## config.mk

```make
export PLATFORM = sky130hd
export DESIGN_NAME = puf_fu_ctrl
export DESIGN_NICKNAME = d
export VERILOG_FILES = /design/src/rtl/puf_fu_ctrl.sv
export SDC_FILE = /design/constraint.sdc
export NUM_CORES = 1
export LEC_CHECK = 0
export CORE_UTILIZATION = 30
export DETAILED_ROUTE_END_ITERATION = 7
export HOLD_SLACK_MARGIN = 0.08
export SYNTH_ARGS = -nofsm -noshare
export SYNTH_HDL_FRONTEND = slang
export SYNTH_SLANG_ARGS = --single-unit
```

## constraint.sdc

```tcl
create_clock -name clk_i -period 2.65 [get_ports clk_i]
set_input_delay 0.265 -clock clk_i [delete_from_list [all_inputs] [get_ports clk_i]]
set_output_delay 0.265 -clock clk_i [all_outputs]
set_load 0.03 [all_outputs]
```

## src/rtl/puf_fu_ctrl.sv

```systemverilog
// Execute-stage controller for the PUF functional unit. It runs one instruction at a time
// through the req/gnt/rvalid core handshake, then drives a single-cycle writeback with flush drain and timeout.
module puf_fu_ctrl #(
  parameter int unsigned TRANS_ID_BITS = 3,
  parameter int unsigned XLEN          = 64,
  parameter int unsigned TIMEOUT_CYC   = 1024,
  // Reset value of the status counter; nonzero only to exercise the wrap path at bring-up.
  parameter logic [15:0] STATUS_RST    = 16'h0000
) (
  input  logic                     clk_i,
  input  logic                     rst_ni,
  input  logic                     flush_i,
  input  logic                     puf_valid_i,
  output logic                     puf_ready_o,
  input  logic [TRANS_ID_BITS-1:0] trans_id_i,
  input  logic [1:0]               op_i,
  input  logic [XLEN-1:0]          operand_a_i,
  output logic                     puf_req_o,
  output logic                     puf_mode_o,
  output logic [XLEN-1:0]          puf_challenge_o,
  input  logic                     puf_gnt_i,
  input  logic                     puf_rvalid_i,
  input  logic [XLEN-1:0]          puf_rdata_i,
  output logic                     wb_valid_o,
  output logic [TRANS_ID_BITS-1:0] wb_trans_id_o,
  output logic [XLEN-1:0]          wb_data_o,
  output logic                     wb_ex_valid_o,
  output logic [5:0]               wb_ex_cause_o,
  output logic [XLEN-1:0]          wb_ex_tval_o
);

  localparam int unsigned       TCNT_W    = $clog2(TIMEOUT_CYC);
  // The decision is taken on the cycle the count would reach TIMEOUT_CYC-1.
  localparam logic [TCNT_W-1:0] TCNT_LAST = TCNT_W'(TIMEOUT_CYC - 2);

  typedef enum logic [2:0] {
    S_IDLE,
    S_REQ,
    S_WAIT,
    S_WB,
    S_DRAIN_REQ,
    S_DRAIN
  } state_t;

  state_t                   state;
  logic [TRANS_ID_BITS-1:0] id_q;
  logic                     mode_q;
  logic [XLEN-1:0]          chal_q;
  logic [15:0]              status_cnt;
  logic [TCNT_W-1:0]        tcnt;
  logic                     stale;
  logic                     accept;
  logic                     tmo;

  assign accept          = puf_valid_i & puf_ready_o & ~flush_i;
  assign tmo             = (tcnt == TCNT_LAST);
  assign puf_mode_o      = mode_q;
  assign puf_challenge_o = chal_q;
  assign wb_valid_o      = (state == S_WB) & ~flush_i;

  always_ff @(posedge clk_i or negedge rst_ni) begin
    if (!rst_ni) begin
      state         <= S_IDLE;
      puf_ready_o   <= 1'b1;
      puf_req_o     <= 1'b0;
      id_q          <= '0;
      mode_q        <= 1'b0;
      chal_q        <= '0;
      status_cnt    <= STATUS_RST;
      tcnt          <= '0;
      stale         <= 1'b0;
      wb_trans_id_o <= '0;
      wb_data_o     <= '0;
      wb_ex_valid_o <= 1'b0;
      wb_ex_cause_o <= '0;
      wb_ex_tval_o  <= '0;
    end else begin
      case (state)
        S_IDLE: begin
          if (accept) begin
            id_q        <= trans_id_i;
            mode_q      <= op_i[0];
            chal_q      <= operand_a_i;
            puf_ready_o <= 1'b0;
            case (op_i)
              2'b00, 2'b01: begin
                state     <= S_REQ;
                puf_req_o <= 1'b1;
              end
              2'b10: begin
                state         <= S_WB;
                wb_trans_id_o <= trans_id_i;
                wb_data_o     <= {{(XLEN-16){1'b0}}, status_cnt};
                wb_ex_valid_o <= 1'b0;
                wb_ex_cause_o <= 6'd0;
                wb_ex_tval_o  <= '0;
              end
              default: begin
                state         <= S_WB;
                wb_trans_id_o <= trans_id_i;
                wb_data_o     <= '0;
                wb_ex_valid_o <= 1'b1;
                wb_ex_cause_o <= 6'd2;
                wb_ex_tval_o  <= '0;
              end
            endcase
          end
        end
        S_REQ: begin
          // A granted request has a result on its way, so a flush here must still drain it.
          if (puf_gnt_i) begin
            puf_req_o <= 1'b0;
            tcnt      <= '0;
            state     <= flush_i ? S_DRAIN : S_WAIT;
          end else if (flush_i) begin
            state <= S_DRAIN_REQ;
          end
        end
        S_WAIT: begin
          if (puf_rvalid_i) begin
            if (flush_i) begin
              state       <= S_IDLE;
              puf_ready_o <= 1'b1;
            end else begin
              state         <= S_WB;
              wb_trans_id_o <= id_q;
              wb_data_o     <= puf_rdata_i;
              wb_ex_valid_o <= 1'b0;
              wb_ex_cause_o <= 6'd0;
              wb_ex_tval_o  <= '0;
              status_cnt    <= status_cnt + 16'd1;
            end
          end else if (flush_i) begin
            state <= S_DRAIN;
            tcnt  <= '0;
          end else if (tmo) begin
            state         <= S_WB;
            stale         <= 1'b1;
            wb_trans_id_o <= id_q;
            wb_data_o     <= '0;
            wb_ex_valid_o <= 1'b1;
            wb_ex_cause_o <= 6'd5;
            wb_ex_tval_o  <= chal_q;
          end else begin
            tcnt <= tcnt + TCNT_W'(1);
          end
        end
        S_WB: begin
          if (stale) begin
            state <= S_DRAIN;
            tcnt  <= '0;
          end else begin
            state       <= S_IDLE;
            puf_ready_o <= 1'b1;
          end
        end
        S_DRAIN_REQ: begin
          if (puf_gnt_i) begin
            puf_req_o <= 1'b0;
            tcnt      <= '0;
            state     <= S_DRAIN;
          end
        end
        S_DRAIN: begin
          if (puf_rvalid_i || tmo) begin
            state       <= S_IDLE;
            puf_ready_o <= 1'b1;
            stale       <= 1'b0;
          end else begin
            tcnt <= tcnt + TCNT_W'(1);
          end
        end
        default: begin
          state       <= S_IDLE;
          puf_ready_o <= 1'b1;
          puf_req_o   <= 1'b0;
          stale       <= 1'b0;
        end
      endcase
    end
  end

endmodule
```

==> impl_metrics.json <==
{
  "status": "finished clean",
  "synthAdderAreaFrac": 0.00387,
  "crit_required_ns": 2.38,
  "synth_enable_flop_cells": 0,
  "cts_tree": "built",
  "antenna_cells": 0,
  "tns_ns": 0,
  "worst_pin_slew_ns": 1.10,
  "drive_above_1_share": 0.113,
  "synth_top_area_cell": "dfrtp_1",
  "synth_top_family_by_area": "simple AND/OR/NAND/NOR gates",
  "dpl_worst_slack_ns": 0.294,
  "synth_xor_area_frac": 0.0144,
  "final_cell_mix": "340 x clkdlybuf4s50_1, 261 x nand2_1, 233 x dfrtp_1",
  "p_leak_nw": 6.03,
  "final_antenna_net_count": 0,
  "drt_iter0_drc": 289,
  "grt_pass1_wl_um": 43800,
  "drv_slew": 0,
  "timing.rr.end": "wb_data_o[40]",
  "cts.path.max_buffers": 3,
  "ctsHtreeMaxLevel": 1,
  "setup_slack_ns": 0.137,
  "drc": 0,
  "syn_to_final_growth_pct": 50.2,
  "post-cts-setup-buffers": 0,
  "critPathArrivalTime_ns": 2.25,
  "powerDensity_mw_per_mm2": 992,
  "routedWlPerCell_um": 16.2,
  "async_flop_share": 1.00,
  "synthTopCellsByArea": "dfrtp_1 60%, nand2_1 10%, mux2_2 8.4%",
  "rsz0062_at_grt": "false",
  "hold_violations": 0,
  "hold_path_class": "primary input to asynchronous set/reset pin",
  "avgSynthCellArea_um2": 10.4,
  "yosysWarnings": 0,
  "core.rowCount": 65,
  "endpoint_kind": "output pin",
  "power.total_mw": 14.5,
  "ir_drop_uv": 664,
  "drt_wl_total_um": 27200,
  "grtUsageTotal": 0.164,
  "setup_viol": 0,
  "synth_compound_gate_area_share": 0.113,
  "dr_total_vias": 7794,
  "fillers": 2994,
  "fin_crit_sh": 0.948,
  "ys_ff_latch": 234,
  "cap_violations": 0,
  "clk_latency_ns": 0.53,
  "synth_top_area_frac": 0.601,
  "fmax_mhz": 398,
  "start_util": 0.306,
  "finClkSkew_ns": 0.0124,
  "stdcell_count": 1683,
  "clock_sinks": 234,
  "tritoncts.num_buffers": 28,
  "netlist_instances": 932,
  "grt-ovfl-total": 0,
  "final_common_cell": "clkdlybuf4s50_1",
  "num_io_pins": 345,
  "r2r-start": "tcnt[0]",
  "slew_headroom": 0.260,
  "cp-start-kind": "flip-flop",
  "die_h_um": 182,
  "critical_path_class": "flip-flop to output pin",
  "drtPass1Iterations": 4,
  "core_mm2": 0.0317,
  "worst-path-max-fanout": 17,
  "via_per_inst": 4.63,
  "register_area_mm2": 0.00586,
  "synth_area_mm2": 0.00970,
  "dpl_cell_area_mm2": 0.0136,
  "io_buffers": 341,
  "place_inst": 1631,
  "die_w_um": 182,
  "ys_seq_area_frac": 0.604,
  "reg2reg_depth": 8,
  "hpwlAfterDp_um": 18500,
  "fin_crit_ns": 2.51,
  "dieArea_mm2": 0.0331,
  "ys_types": 48,
  "finalWeightedCongestion": 0.803,
  "grt_max_degree": 110,
  "multiInputGateArea_mm2": 0.00353,
  "cts_root_buf": "clkbuf_16",
  "antenna_found_initial": 0,
  "fin_area_mm2": 0.0146,
  "path_clk_slew_ns": 0.06,
  "grt_pass1_vias": 7883,
  "synthMuxAreaShare": 0.0866,
  "ys.flop_type": "dfrtp_1",
  "fin_nets": 1402,
  "synth-simple-area-share": 0.142,
  "ff2ff_setup_slack_ns": 0.33
}
==> where the power goes <==
part	total [mW]	internal, mW	switching, mW	leakage (nW)
clock	4.05	2.57	1.48	0.487
combinational	5.41	2.35	3.07	2.44
sequential	5.00	4.40	0.596	3.10
total	14.5	9.32	5.14	6.03
==> final cells by class <==
class,count,area share
inverter,8,0.00206
tap,402,0.0345
clock buffer,42,0.0579
clock inverter,9,0.0101
timing repair buffer,361,0.252
multi-input combinational,627,0.242
sequential,234,0.402
==> worst max-delay path by stage <==
stage	from	endpoint	slack, ns	cells past startpoint
finish	state[2]	wb_valid_o	0.14	4
global route	state[2]	wb_valid_o	0.02	4
CTS	state[2]	wb_valid_o	0.10	4
detailed placement	op_i[1]	wb_data_o[31]	0.29	7
global placement	puf_rvalid_i	tcnt[9]	0.34	6
floorplan	tcnt[0]	wb_data_o[6]	0.57	10
==> state kept, by name, indices dropped and copies added, names as in the netlist <==
signal           cells
puf_req_o            1
wb_trans_id_o        3
id_q                 3
wb_ex_tval_o        64
stale                1
wb_ex_valid_o        1
puf_challenge_o     64
status_cnt          16
puf_ready_o          1
state                3
puf_mode_o           1
wb_data_o           64
wb_ex_cause_o        2
tcnt                10
==> synthesized netlist by cell type (all sizes together) (2+ instances only) <==
master and instances:
mux2 72, a311oi 2, o21ai 149, inv 8, a31oi 3, or4 2
mux2i 3, a21o 2, xnor2 10, o22ai 2, dfrtp 233, nand3 17
or2 2, nor3 8, nor2b 5, a22oi 19, nand2 261, nor2 16
nand2b 6, a21oi 6, nand4 3, o31ai 9, buf 30, and3 7
ha 3, xor2 6, clkbuf 35, nor3b 2
==> timing repair <==
item                                    in CTS  in global routing
endpoints found under the setup margin       1                  0
gates resized for setup                      1                  0
hold buffers                                 1                  0
hold endpoints to repair                    58                  0
==> logic make-up after synthesis <==
| group | count (synthesis) |
|---|---|
| and+or+nand+nor | 333 |
| DFF | 234 |
| AOI/OAI and AO/OA | 197 |
| muxes | 75 |
| buffers and inverters | 73 |
| xor gates and xnor gates | 16 |
| adders and majority gates | 3 |
| other | 1 |
==> routing by layer <==
metal,up-vias,part of all wire,GRT usage
li1,3806,-,-
met5,-,0,0
met1,3685,0.44,0.211
met4,0,0.026,0.0464
met2,265,0.46,0.269
met3,38,0.078,0.0463
==> worst max-delay path, cell delays in order, from the launching register on <==
cell             delay (ns)
dfrtp_1                0.38
buf_4                  0.20
nor2_2                 0.27
and3_1                 0.20
clkdlybuf4s50_1        0.66
==> through the flow <==
step           utilization  hold slack (ns)
6_report             0.460            0.278
5_1_grt              0.460            0.272
4_1_cts              0.460            0.247
3_5_place_dp         0.428            0.262
3_3_place_gp         0.428            0.256
2_1_floorplan            -          -0.0306
(Power assumes the default switching activity.)
